$ cat config.mk
export PLATFORM = sky130hd
export DESIGN_NAME = calc_operand_seq
export DESIGN_NICKNAME = d
export VERILOG_FILES = /design/src/rtl/calc_operand_seq_pkg.sv /design/src/rtl/calc_operand_seq_btn_edge.sv /design/src/rtl/calc_operand_seq.sv
export SDC_FILE = /design/constraint.sdc
export NUM_CORES = 1
export LEC_CHECK = 0
export BUFFER_PORTS_ARGS = -buffer_cell sky130_fd_sc_hd__buf_2
export CORE_MARGIN = 4
export CORE_UTILIZATION = 50
export CTS_CLUSTER_DIAMETER = 60
export CTS_CLUSTER_SIZE = 16
export DETAILED_ROUTE_END_ITERATION = 16
export GPL_ROUTABILITY_DRIVEN = 0
export GPL_TIMING_DRIVEN = 0
export PLACE_DENSITY_LB_ADDON = 0.15
export SKIP_LAST_GASP = 1
export SLEW_MARGIN = 20
export SYNTH_ARGS = -nofsm -noshare
export SYNTH_HDL_FRONTEND = slang
export SYNTH_SLANG_ARGS = --single-unit
$ cat constraint.sdc
create_clock -name i_clk -period 2.7 [get_ports i_clk]
set_clock_uncertainty 0.2 [all_clocks]
set_input_delay 0.405 -clock i_clk [delete_from_list [all_inputs] [get_ports i_clk]]
set_output_delay 0.405 -clock i_clk [all_outputs]
set_load 0.01 [all_outputs]
$ cat src/rtl/calc_operand_seq_pkg.sv
`default_nettype none
// ============================================================================
// Module      : calc_operand_seq_pkg
// Description : Shared definitions for the calculator operand sequencer:
//               the operand width and the 2-bit FSM state encoding that is
//               also exported on the status LEDs.
// Revision    : 1.0 - initial release
// ============================================================================
package calc_operand_seq_pkg;

    localparam int c_OPERAND_W = 4;

    // Encoding is visible externally on o_state, so the values are fixed.
    typedef enum logic [1:0] {
        GET_A = 2'd0,
        GET_B = 2'd1,
        CALC  = 2'd2,
        SHOW  = 2'd3
    } state_t;

endpackage
`default_nettype wire

$ cat src/rtl/calc_operand_seq_btn_edge.sv
`default_nettype none
// ============================================================================
// Module      : calc_operand_seq_btn_edge
// Description : Rising-edge detector for an already synchronized button level.
//               Produces a single-cycle pulse when the level goes 0 -> 1.
//               The history register resets to 1 so a button that is held
//               while reset is released does not produce a spurious event.
// Ports       : i_clk   - system clock
//               i_reset - asynchronous active-high reset
//               i_btn   - button level
//               o_event - one-cycle pulse on the rising edge of i_btn
// Revision    : 1.0 - initial release
// ============================================================================
module calc_operand_seq_btn_edge (
    input  logic i_clk,
    input  logic i_reset,
    input  logic i_btn,
    output logic o_event
);

    logic r_prev;

    always_ff @(posedge i_clk or posedge i_reset) begin
        if (i_reset) begin
            r_prev <= 1'b1;
        end else begin
            r_prev <= i_btn;
        end
    end

    assign o_event = i_btn & ~r_prev;

endmodule
`default_nettype wire

$ cat src/rtl/calc_operand_seq.sv
`default_nettype none
// ============================================================================
// Module      : calc_operand_seq
// Description : Operand-entry sequencer for the 4-bit calculator. Captures
//               operand A then operand B from the switches on successive
//               ENTER events, drives the external ripple adder from
//               registers and, one cycle after B is captured, latches the
//               adder's {carry, sum} into a 5-bit result with a valid flag.
//               CLEAR returns everything to the idle state and wins over a
//               simultaneous ENTER.
// Config      : CALC_SUB_EN - when defined, adds i_op_sub and a two's-
//               complement subtract mode (o_add_b = ~B, o_add_c = 1).
// Ports       : i_clk, i_reset       - clock, async active-high reset
//               i_sw                 - operand switches
//               i_btn_enter/clear    - synchronized button levels
//               i_op_sub             - subtract select (CALC_SUB_EN only)
//               o_add_a/b/c          - adder operands and carry-in
//               i_add_sum/i_add_c    - adder sum and carry-out
//               o_result/_valid      - last completed result and its flag
//               o_state              - current FSM state
// Revision    : 1.0 - initial release
// ============================================================================
module calc_operand_seq
    import calc_operand_seq_pkg::*;
(
    input  logic                   i_clk,
    input  logic                   i_reset,
    input  logic [c_OPERAND_W-1:0] i_sw,
    input  logic                   i_btn_enter,
    input  logic                   i_btn_clear,
`ifdef CALC_SUB_EN
    input  logic                   i_op_sub,
`endif
    output logic [c_OPERAND_W-1:0] o_add_a,
    output logic [c_OPERAND_W-1:0] o_add_b,
    output logic                   o_add_c,
    input  logic [c_OPERAND_W-1:0] i_add_sum,
    input  logic                   i_add_c,
    output logic [c_OPERAND_W:0]   o_result,
    output logic                   o_result_valid,
    output logic [1:0]             o_state
);

    logic w_enter_evt;
    logic w_clear_evt;

    calc_operand_seq_btn_edge u_enter_edge (
        .i_clk   (i_clk),
        .i_reset (i_reset),
        .i_btn   (i_btn_enter),
        .o_event (w_enter_evt)
    );

    calc_operand_seq_btn_edge u_clear_edge (
        .i_clk   (i_clk),
        .i_reset (i_reset),
        .i_btn   (i_btn_clear),
        .o_event (w_clear_evt)
    );

    state_t                 r_state, w_state_nxt;
    logic [c_OPERAND_W-1:0] r_a, w_a_nxt;
    logic [c_OPERAND_W-1:0] r_b, w_b_nxt;
    logic [c_OPERAND_W:0]   r_result, w_result_nxt;
    logic                   r_valid, w_valid_nxt;
`ifdef CALC_SUB_EN
    logic                   r_op, w_op_nxt;
`endif

    // Register process: FSM state plus the datapath registers it controls.
    always_ff @(posedge i_clk or posedge i_reset) begin
        if (i_reset) begin
            r_state  <= GET_A;
            r_a      <= '0;
            r_b      <= '0;
            r_result <= '0;
            r_valid  <= 1'b0;
`ifdef CALC_SUB_EN
            r_op     <= 1'b0;
`endif
        end else begin
            r_state  <= w_state_nxt;
            r_a      <= w_a_nxt;
            r_b      <= w_b_nxt;
            r_result <= w_result_nxt;
            r_valid  <= w_valid_nxt;
`ifdef CALC_SUB_EN
            r_op     <= w_op_nxt;
`endif
        end
    end

    // Next-state / next-data process. CLEAR is checked first so that it
    // overrides an ENTER occurring in the same cycle.
    always_comb begin
        w_state_nxt  = r_state;
        w_a_nxt      = r_a;
        w_b_nxt      = r_b;
        w_result_nxt = r_result;
        w_valid_nxt  = r_valid;
`ifdef CALC_SUB_EN
        w_op_nxt     = r_op;
`endif
        if (w_clear_evt) begin
            w_state_nxt  = GET_A;
            w_a_nxt      = '0;
            w_b_nxt      = '0;
            w_result_nxt = '0;
            w_valid_nxt  = 1'b0;
`ifdef CALC_SUB_EN
            w_op_nxt     = 1'b0;
`endif
        end else begin
            case (r_state)
                GET_A: begin
                    if (w_enter_evt) begin
                        w_a_nxt     = i_sw;
                        w_state_nxt = GET_B;
                    end
                end
                GET_B: begin
                    if (w_enter_evt) begin
                        w_b_nxt     = i_sw;
`ifdef CALC_SUB_EN
                        w_op_nxt    = i_op_sub;
`endif
                        w_state_nxt = CALC;
                    end
                end
                CALC: begin
                    // Adder inputs have been stable since the B capture.
                    w_result_nxt = {i_add_c, i_add_sum};
                    w_valid_nxt  = 1'b1;
                    w_state_nxt  = SHOW;
                end
                SHOW: begin
                    // New calculation: A is taken directly from this press.
                    if (w_enter_evt) begin
                        w_a_nxt     = i_sw;
                        w_valid_nxt = 1'b0;
                        w_state_nxt = GET_B;
                    end
                end
                default: begin
                    w_state_nxt = GET_A;
                end
            endcase
        end
    end

    assign o_add_a = r_a;
`ifdef CALC_SUB_EN
    // A - B computed as A + ~B + 1; carry-out of 1 means no borrow.
    assign o_add_b = r_op ? ~r_b : r_b;
    assign o_add_c = r_op;
`else
    assign o_add_b = r_b;
    assign o_add_c = 1'b0;
`endif

    assign o_result       = r_result;
    assign o_result_valid = r_valid;
    assign o_state        = r_state;

endmodule
`default_nettype wire

======== Word level (Yosys, flattened, before mapping) ========
Cells that the tools add are included.
storage, ports and cells
  register bits after elaboration ......... 18
  latch bits .............................. 0
  memory bits (writable) .................. 0
  ROM bits ................................ 0
  input bits .............................. 13
  output and inout port bits .............. 17
  memories ................................ 0
operators by class
  add/sub/neg operators ................... 0
  multipliers ............................. 0
  div/mod/pow operators ................... 0
  order comparisons ....................... 0
  eq/ne operators ......................... 6
  shifts and indexed selects .............. 0
  muxes and demuxes ....................... 14
  bitwise operators ....................... 4
  reductions and logical operators ........ 11
operators with widths
  cell                                                   number
  2-to-1 mux 4 bit                                       5
  2-to-1 mux 5 bit                                       2
  inequality test 3 x 1 -> 1 bit, second input constant  3
  AND reduction 2 bit                                    4
  nonzero test 2 bit                                     4
  2-to-1 mux 2 bit                                       3
  one-hot mux 2 bit (3 select lines)                     1
  == test 2 bit, second input constant                   2
  nonzero test 3 bit                                     1
  AND 1 bit                                              2
  == test 2 x 1 -> 1 bit, second input constant          1
  zero test 2 bit                                        1
  2-to-1 mux 1 bit                                       2
  NOT 1 bit                                              2
  one-hot mux 1 bit (2 select lines)                     1
  OR reduction 2 bit                                     1

======== Logic depth before layout (Yosys ltp) ========
Gate-level depths: netlist of run 1.
  word-level depth ........................ 5
  gate-level depth with buffers ........... 5

======== Cells and area by module ========
From an unflattened synthesis of run 1, not the netlist that was laid out.
second synthesis, totals
  cells, all modules ...................... 75
  area total of the unflattened synthesis .. 885.8 µm²
modules (own cells, without submodules)
  module                     instances  cells each  area an instance (µm²)
  calc_operand_seq           1          69          798.3
  calc_operand_seq_btn_edge  2          3           43.8

======== Least setup slack after synthesis of run 1 ========
No wires, ideal clock.
  path type ............................... reg-to-reg
  from .................................... reg r_state[0] (netlist: o_state[0])
  to ...................................... reg r_a[0] (netlist: o_add_a[0])
  data arrival time ....................... 1.137 ns
  required time ........................... 2.368 ns
  path slack .............................. 1.231 ns
  cell stages (with the launch flop) ...... 6
  path buffers ............................ 0
  period minus slack after synthesis ...... 1.469 ns
  cells stage by stage .................... dfrtp_1 -> inv_1 -> ha_1 -> nand3b_1 -> nand3_1 -> o21ai_0
on the way
  cells in the longest elaborated chain, start to end .. 4
  elaborated cells on any way between the ends .. 5
  those cells by class .................... 1 x eq/ne; 4 x reduce/logical
RTL lines
  what                                              RTL line                 RTL
  start: declaration                                calc_operand_seq.sv:61   state_t r_state, w_state_nxt;
  start signal: assignment                          calc_operand_seq.sv:82   r_state <= w_state_nxt;
  == test 2 bit or zero test 2 bit (tied branches)  calc_operand_seq.sv:114  case (r_state)
  OR reduction 2 bit (no line) (*)                  -
  nonzero test 2 bit (no line) (*)                  -
  AND reduction 2 bit (no line) (*)                 -
  end signal: assignment                            calc_operand_seq.sv:83   r_a <= w_a_nxt;
  end: declaration                                  calc_operand_seq.sv:62   logic [c_OPERAND_W-1:0] r_a, w_a_nxt;
Every way passes the cells marked *; elsewhere a longest branch is shown, timed or not.
A chain may end at the register's enable or synchronous reset.

======== Worst setup path after layout of run 1 ========
  from .................................... reg r_state[0] (netlist: o_state[0])
  to ...................................... reg r_a[3] (netlist: o_add_a[3])
The elaborated chain is that of the path after synthesis.

==> results_dict.tcl, run 1 <==
set metrics [dict create \
    wl_per_cell_um 12.82 \
    regToRegStartpoint "o_state[0]" \
    holdWs_ns -0.01653 \
    dr.pass1.iters 5 \
    worstPathArrival_ns 1.56 \
    cp_max_fo 8 \
    n_antenna_cell 0 \
    coreArea_um2 1506 \
    hold_violations 16 \
    grt_start_max_net_pins 19 \
    io_buffers 28 \
    synth_edf_count 0 \
    vdd_ir_drop_max_mv 0.6535 \
    timing.slew.headroom_pct 55.55 \
    power_density_nw_per_um2 990.8 \
    syn_area_per_cell_um2 10.87 \
    dp.final_hpwl_um 1186 \
    antenna_found_initial 0 \
    cts_tree "built" \
    rows 14 \
    min_path_type "in2async" \
    maxSlewViolCount 0 \
    overflow 0 \
    first_iter_violations 7 \
    dieArea_um2 2288 \
    ys_warn_count 0 \
    outcome "complete, but fails checks" \
    end_kind "flop" \
    ys_ff_latch 18 \
    ios 30 \
    tightest_slew_ns 0.6660 \
    r2r_slack_ns 1.12 \
    r2r_end "o_add_a[3]" \
    cts_root_buf "clkbuf_4" \
    netlist-cell-type-count 21 \
    clk_path_buf_depth 2 \
    vias 637 \
    drc 0 \
    vias_per_cell 5.264 \
    hold_buffers 0 \
    setup_viol 0 \
    synth_nets 89 \
    tns_ns 0 \
    synth_common_cells "dfrtp_1, nand3_1, o21ai_0" \
    drv_cap 0 \
    syn_area_um2 793.3 \
    path_clk_slew_ns 0.11 \
    max_freq_mhz 632.3 \
    fin_nets 122 \
    cts_setup_buffers 0 \
    yosysSeqAreaShare_pct 57.10 \
    leakage_nw 0.5500 \
    clk_latency_ns 0.30 \
    die_height_um 47.83 \
    area_growth_pct 24.76 \
    cp.required_ns 2.68 \
    period_needed_ns 1.581 \
    grt_pass1_vias 559 \
    crit_path_start_kind "flop" \
    routed_wl_um 1551 \
    p_total_mw 0.9806 \
    grt_pass1_wl_um 2387 \
    ctsResizeCount 0 \
    ant_nets 0 \
    synthCells 73 \
    failed_checks "negative hold slack" \
    htreeDepth 1 \
    clock-sinks 18 \
    r2r_cells 5 \
    synth_most_common_cell "dfrtp_1" \
    drive_gt1_share_pct 38.10 \
    cts_buffers 3 \
    worstSetupPathType "reg2reg" \
    synth_top_cell_by_area "dfrtp_1" \
    async_flop_share_pct 100.0 \
    chipWidth_um 47.83 \
    ys.flop_type "dfrtp_1" \
    grt_usage_pct 15.18 \
    start_util_pct 52.66 \
    fin_crit_sh_pct 58.57 \
    yosys-top-cells-area "dfrtp_1, dfstp_2, mux2i_1, nand3_1, o21ai_0" \
    synth_top_area_share_pct 50.47 \
    rsz0062_at_grt "no" \
]
-- area by class of cell --
| type | count | area, um^2 |
|---|---|---|
| Multi-Input combinational cell | 48 | 297.8 |
| Sequential cell | 18 | 452.9 |
| Clock buffer | 4 | 36.28 |
| Buffer | 4 | 31.28 |
| Timing Repair Buffer | 28 | 140.1 |
| Fill cell | 143 | 516.7 |
| Tap cell | 16 | 20.02 |
| Inverter | 3 | 11.26 |
-- critical path, stage by stage, from the launching register on --
cell and delay [ns]:
dfrtp_1 0.41, inv_1 0.06, ha_1 0.31, nand3b_1 0.24
nand3_1 0.15, o21ai_0 0.10
-- routing by layer --
metal | GRT usage, % | up-vias | wire (um)
met5 | 0 | - | 0
met4 | 8.065 | 0 | 37
met3 | 2.256 | 5 | 112
met2 | 24.01 | 23 | 764
met1 | 20.00 | 300 | 636
li1 | - | 309 | -
-- cells in the final DEF, fill, tap and decap left out, drive strengths merged --
| cell | instances |
|---|---|
| a21o | 2 |
| a21oi | 3 |
| and2b | 1 |
| buf | 30 |
| clkbuf | 6 |
| conb | 1 |
| dfrtp | 16 |
| dfstp | 2 |
| ha | 3 |
| inv | 3 |
| mux2i | 5 |
| nand2 | 7 |
| nand2b | 2 |
| nand3 | 8 |
| nand3b | 2 |
| nor2 | 5 |
| o21ai | 8 |
| o21bai | 1 |
-- flip-flops by register name (all words and copies together) (netlist names) --
signal and count:
u_enter_edge.r_prev 1, u_clear_edge.r_prev 1, o_result_valid 1, o_state 2, o_add_a 4, o_result 5, o_add_b 4
-- per-stage QoR --
stage	util (%)	instances	cell area, um^2	worst slack [ns]	hold WS (ns)
after detailed placement	63.29	117	953.4	1.132	0.2852
after CTS	65.70	121	989.7	1.110	0.01725
after global placement	63.29	117	953.4	1.155	0.2785
after floorplan	-	73	793.3	1.231	0.1421
final	65.70	121	989.7	1.119	-0.01653
after global routing	65.70	121	989.7	0.9817	0.01260
-- how the worst max path moves through the flow --
stage / endpoint / from / slack [ns] / depth (start not counted)
floorplan: o_add_a[0] / o_state[0] / 1.23 / 5
global placement: o_add_a[1] / o_state[0] / 1.16 / 5
detailed placement: o_add_a[2] / o_state[0] / 1.13 / 5
CTS: o_add_a[3] / o_state[0] / 1.11 / 5
global route: o_add_a[3] / o_state[0] / 0.98 / 5
finish: o_add_a[3] / o_state[0] / 1.12 / 5
-- cells by family after synthesis --
kind of cell,Yosys count,synth area share [%]
simple gates,25,16.25
fa+ha+maj,3,4.732
flops,18,57.10
compound gates,14,9.779
other cells,1,0.4727
mux,5,6.309
buf+inv,7,5.361
-- where the power goes --
| part | switching, mW | internal (mW) |
|---|---|---|
| combinational | 0.210 | 0.180 |
| sequential | 0.0573 | 0.364 |
| clock | 0.0873 | 0.0822 |
Power figures use the tool's default switching activity.
==> run 2, diff against run 1 <==
--- a/config.mk
+++ b/config.mk
@@ -6,8 +6,9 @@
 export NUM_CORES = 1
 export LEC_CHECK = 0
 export BUFFER_PORTS_ARGS = -buffer_cell sky130_fd_sc_hd__buf_2
+export CORE_ASPECT_RATIO = 1.4
 export CORE_MARGIN = 4
-export CORE_UTILIZATION = 50
+export CORE_UTILIZATION = 42
 export CTS_CLUSTER_DIAMETER = 60
 export CTS_CLUSTER_SIZE = 16
 export DETAILED_ROUTE_END_ITERATION = 16
==> constraint.sdc (replaced) <==
create_clock -name i_clk -period 1.35 [get_ports i_clk]
set_clock_uncertainty 0.2 [all_clocks]
set_input_delay 0.2025 -clock i_clk [delete_from_list [all_inputs] [get_ports i_clk]]
set_output_delay 0.2025 -clock i_clk [all_outputs]
set_load 0.01 [all_outputs]
==> run 2 against run 1 <==
Non-clock buffer count grew 18; cell count grew 18%; first-iteration DRC count grew 29%; flip-flop and latch count is the same; global-route usage grew 1.5 points; design area grew 26%; sequential share of layout area shrank 9.2 points; the run ends with negative hold slack, negative setup slack left; power grew 150%; register-to-register slack lost 1.3 ns.
==> results_dict.tcl, run 2 (synthesized netlist as in run 1, its figures left out) <==
set metrics [dict create \
    path_clk_slew_ns 0.10 \
    failed_checks "negative hold slack, negative setup slack" \
    hold_path_depth 1 \
    clk_path_buf_depth 2 \
    htreeDepth 1 \
    holdPathEnd "u_enter_edge.r_prev" \
    start_util_pct 44.59 \
    finalWorstSetupSlack_ns -0.1485 \
    pwr-share-comb_pct 50.6 \
    regToRegStartpoint "o_state[1]" \
    ant_nets 0 \
    cp.required_ns 1.37 \
    cts_buffers 3 \
    coreArea_um2 1779 \
    drc 0 \
    setup_viol 12 \
    fin_nets 140 \
    p_switching_mw 0.8291 \
    period_needed_ns 1.499 \
    ios 30 \
    fill_cells 144 \
    multi_input_area_um2 357.8 \
    grt_pass1_vias 741 \
    maxSlewViolCount 0 \
    die_height_um 59.42 \
    hold_buffers 11 \
    antenna_found_initial 0 \
    vdd_ir_drop_max_mv 1.104 \
    r2r_cells 7 \
    end_kind "flop" \
    dr.pass1.iters 4 \
    crit_path_start "o_state[1]" \
    rsz0062_at_grt "yes" \
    fin_crit_sh_pct 111.0 \
    hold_violations 1 \
    hp-start "i_btn_enter" \
    max_freq_mhz 667.3 \
    r2r_end "o_state[1]" \
    io_buffers 28 \
    outcome "complete, but fails checks" \
    drv_cap 0 \
    grt_usage_pct 16.68 \
    clk_latency_ns 0.28 \
    postLayoutCellArea_um2 1246 \
    area_growth_pct 57.10 \
    cp_max_fo 3 \
    power_density_nw_per_um2 1929 \
    placedInstanceArea_um2 973.4 \
    final_common_cell "buf_2" \
    cts_tree "built" \
    vias 695 \
    holdWs_ns -0.1616 \
    clock-sinks 18 \
    drive_gt1_share_pct 49.59 \
    p_total_mw 2.404 \
    p_int_mw 1.575 \
    worstPathArrival_ns 1.52 \
    crit_path_start_kind "flop" \
    p_seq_share_pct 36.0 \
    grt_start_max_net_pins 19 \
    p_clk_share_pct 13.4 \
    regArea_um2 455.4 \
    routed_wl_um 1849 \
    dp.final_hpwl_um 1202 \
    first_iter_violations 9 \
    vias_per_cell 4.860 \
    worstSetupPathType "reg2reg" \
    n_antenna_cell 0 \
    leakage_nw 0.6291 \
    switching_share_pct 34.49 \
    grt_pass1_wl_um 3194 \
    overflow 0 \
    r2r_slack_ns -0.15 \
    dieArea_um2 2658 \
    largest_reg_flops 5 \
    cts_root_buf "clkbuf_4" \
    wl_per_cell_um 12.93 \
    rows 18 \
    min_path_type "in2reg" \
    final_cell_mix "buf_2, dfrtp_1, dlygate4sd3_1" \
    chipWidth_um 44.73 \
    tns_ns -1.363 \
]
==> run 2: how the worst max path moves through the flow <==
stage                       endpoint  slack, ns
after floorplan           o_add_a[0]      -0.05
after global placement    o_add_a[3]      -0.14
after detailed placement  o_add_b[1]      -0.17
after CTS                 o_add_a[3]      -0.13
after global routing      o_add_b[0]      -0.23
final                     o_state[1]      -0.15
==> run 2: cell type report <==
cell class | count | area share (%)
well taps | 20 | 2.008
repair buffers | 48 | 26.91
flip-flops and latches | 18 | 36.55
multi-input cells | 48 | 28.71
plain buffers | 2 | 1.707
clock buffers | 4 | 2.912
inverters | 3 | 1.205
==> run 2: layer usage <==
| layer | share of wire [%] | wire [um] | vias to the layer above | GRT usage, % |
|---|---|---|---|---|
| met5 | 0 | 0 | - | 0 |
| met4 | 1.8 | 34 | 0 | 9.914 |
| met3 | 4.9 | 90 | 4 | 2.128 |
| met2 | 55 | 1016 | 21 | 27.31 |
| met1 | 38 | 708 | 328 | 20.43 |
| li1 | - | - | 342 | - |
==> run 2: critical path: stages, from the launching register on <==
cell and delay (ns):
dfrtp_2 0.42, buf_4 0.13, inv_2 0.04, ha_4 0.15
buf_4 0.12, buf_4 0.12, a21o_1 0.15, a21oi_2 0.10
==> run 2: power groups by stage <==
stage / combinational (mW) / sequential (mW) / clock (mW)
after floorplan: 0.430 / 0.962 / 0
after global placement: 0.796 / 0.865 / 0
after detailed placement: 0.820 / 0.879 / 0
after CTS: 0.980 / 0.856 / 0.341
after global routing: 1.34 / 0.900 / 0.368
final: 1.22 / 0.866 / 0.323
==> run 2: stage by stage <==
| stage | std cells | setup slack [ns] | utilization [%] |
|---|---|---|---|
| global placement | 121 | -0.1362 | 54.71 |
| finish | 143 | -0.1485 | 70.04 |
| global route | 143 | -0.2309 | 70.04 |
| floorplan | 73 | -0.05233 | - |
| detailed placement | 121 | -0.1674 | 54.71 |
| CTS | 139 | -0.1273 | 64.49 |
==> run 2: what timing repair did <==
| item | 4_1_cts | 5_1_grt |
|---|---|---|
| endpoints found under the setup margin | 14 | 19 |
| hold endpoints to repair | 31 | 1 |
| setup buffers | 4 | 5 |
| gates resized for setup | 2 | 19 |
| pin swaps | 10 | 7 |
==> run 3, diff against run 2 <==
--- a/config.mk
+++ b/config.mk
@@ -6,6 +6,7 @@
 export NUM_CORES = 1
 export LEC_CHECK = 0
 export BUFFER_PORTS_ARGS = -buffer_cell sky130_fd_sc_hd__buf_2
+export CAP_MARGIN = 20
 export CORE_ASPECT_RATIO = 1.4
 export CORE_MARGIN = 4
 export CORE_UTILIZATION = 42
@@ -15,6 +16,7 @@
 export GPL_ROUTABILITY_DRIVEN = 0
 export GPL_TIMING_DRIVEN = 0
 export PLACE_DENSITY_LB_ADDON = 0.15
+export RECOVER_POWER = 100
 export SKIP_LAST_GASP = 1
 export SLEW_MARGIN = 20
 export SYNTH_ARGS = -nofsm -noshare
==> run 3 against run 2 <==
The run still ends with negative hold slack, negative setup slack left; die area did not move; via count rose by 1.2%; global-route usage did not move; clock power rose by 2%; worst hold slack got worse by 0.0062 ns; count of clock-buffer cells in the layout did not move; critical path depth did not move; fmax barely moved; register-to-register slack barely moved; largest cell class unchanged; largest power group unchanged.
==> results_dict.tcl, run 3 (synthesized netlist as in run 1, its figures left out) <==
set metrics [dict create \
    outcome "complete, but fails checks" \
    failed_checks "negative hold slack, negative setup slack" \
    r2r_cells 7 \
    pwr-share-comb_pct 49.6 \
    worstPathArrival_ns 1.52 \
    max_freq_mhz 667.2 \
    final_cell_mix "clkbuf_1, dfrtp_1, dlygate4sd3_1, buf_2" \
    end_kind "flop" \
    ios 30 \
    clk_path_buf_depth 2 \
    setup_viol 12 \
    placedInstanceArea_um2 973.4 \
    finalWorstSetupSlack_ns -0.1487 \
    grt_pass1_wl_um 3194 \
    final_common_cell "clkbuf_1" \
    cts_tree "built" \
    placed_cells 121 \
    coreArea_um2 1779 \
    area_growth_pct 54.73 \
    grt_pass1_vias 741 \
    path_clk_slew_ns 0.10 \
    die_height_um 59.42 \
    n_antenna_cell 0 \
    worst_path_most_repeated_cell "buf_4" \
    leakage_nw 0.5725 \
    hold_violations 1 \
    hp-start "i_btn_enter" \
    min_path_type "in2reg" \
    fill_cells 152 \
    wl_per_cell_um 12.94 \
    dp.final_hpwl_um 1202 \
    ant_nets 0 \
    clk_latency_ns 0.29 \
    chipWidth_um 44.73 \
    crit_path_max_incr_delay_ns 0.42 \
    crit_path_start "o_state[1]" \
    crit_chain "buf_4 -> inv_2 -> ha_4 -> buf_4 -> buf_4 -> a21o_1 -> a21oi_2" \
    fin_cells 143 \
    clock-sinks 18 \
    worstSetupPathType "reg2reg" \
    maxSlewViolCount 0 \
    crit_path_start_kind "flop" \
    vias 703 \
    r2r_end "o_state[1]" \
    antenna_found_initial 0 \
    dr.pass1.iters 2 \
    drive_gt1_share_pct 37.40 \
    regToRegStartpoint "o_state[1]" \
    vdd_ir_drop_max_mv 1.094 \
    period_needed_ns 1.499 \
    p_seq_share_pct 36.7 \
    start_util_pct 44.59 \
    htreeDepth 1 \
    fin_crit_sh_pct 111.0 \
    grt_start_max_net_pins 19 \
    holdWs_ns -0.1678 \
    largest_reg_flops 5 \
    slowest_stage "dfrtp_2" \
    power_density_nw_per_um2 1936 \
    overflow 0 \
    hold_path_depth 1 \
    vias_per_cell 4.916 \
    cts_buffers 3 \
    routed_wl_um 1850 \
    tns_ns -1.394 \
    hold_buffers 11 \
    rsz0062_at_grt "yes" \
    io_buffers 28 \
    p_total_mw 2.377 \
    p_clk_share_pct 13.8 \
    switching_share_pct 35.34 \
    first_iter_violations 12 \
    drc 0 \
    grt_usage_pct 16.68 \
    postLayoutCellArea_um2 1227 \
    cp_max_fo 3 \
    p_int_mw 1.537 \
    fin_nets 140 \
    drv_cap 0 \
    cp.required_ns 1.38 \
    dieArea_um2 2658 \
    r2r_slack_ns -0.15 \
    p_switching_mw 0.8400 \
    holdPathEnd "u_enter_edge.r_prev" \
    rows 18 \
    cts_root_buf "clkbuf_4" \
]
==> run 3: cell types whose count changed in the layout (fill, tap and decap cells not counted) <==
cell and change:
buf_2 -16, clkbuf_1 +15, clkbuf_2 +1
==> run 3: repair_timing <==
| item | in CTS | in global routing |
|---|---|---|
| gates resized for setup | 2 | 19 |
| setup buffers | 4 | 5 |
| setup endpoints to repair | 14 | 19 |
| hold endpoints to repair | 31 | 1 |
| pin swaps | 10 | 7 |
==> run 3: power groups by stage <==
stage | clock [mW] | sequential [mW] | combinational [mW]
6_report | 0.328 | 0.871 | 1.18
5_1_grt | 0.368 | 0.902 | 1.30
4_1_cts | 0.341 | 0.856 | 0.980
3_5_place_dp | 0 | 0.879 | 0.820
3_3_place_gp | 0 | 0.865 | 0.796
2_1_floorplan | 0 | 0.962 | 0.430
==> run 3: how the worst max path moves through the flow <==
| stage | depth (start not counted) | endpoint |
|---|---|---|
| 2_1_floorplan | 4 | o_add_a[0] |
| 3_3_place_gp | 4 | o_add_a[3] |
| 3_5_place_dp | 5 | o_add_b[1] |
| 4_1_cts | 4 | o_add_a[3] |
| 5_1_grt | 7 | o_add_b[0] |
| 6_report | 7 | o_state[1] |
==> run 3: area by class of cell <==
class	instances	area [um^2]	share of cell area (%)
Sequential cell	18	455.4	37.10
Multi-Input combinational cell	48	357.8	29.15
Timing Repair Buffer	48	316.6	25.79
Clock buffer	4	36.28	2.956
Tap cell	20	25.02	2.039
Buffer	2	21.27	1.733
Inverter	3	15.01	1.223
==> run 3: metal layers <==
layer	vias up	share of wire [%]	track usage, %
met5	-	0	0
met4	0	2.8	9.914
met3	6	5.6	2.128
met2	23	54	27.31
met1	333	37	20.43
li1	341	-	-
==> run 3: worst max-delay path: cells and delay by family, from the launching register on <==
family	cells	cell delay, ns
buf+inv	4	0.41
flops	1	0.42
fa+ha+maj	1	0.15
compound gates	2	0.25
==> run 3: per-stage QoR <==
stage | worst slack, ns | utilization, %
finish | -0.1487 | 68.99
floorplan | -0.05233 | -
global route | -0.2309 | 68.99
global placement | -0.1362 | 54.71
detailed placement | -0.1674 | 54.71
CTS | -0.1273 | 64.49
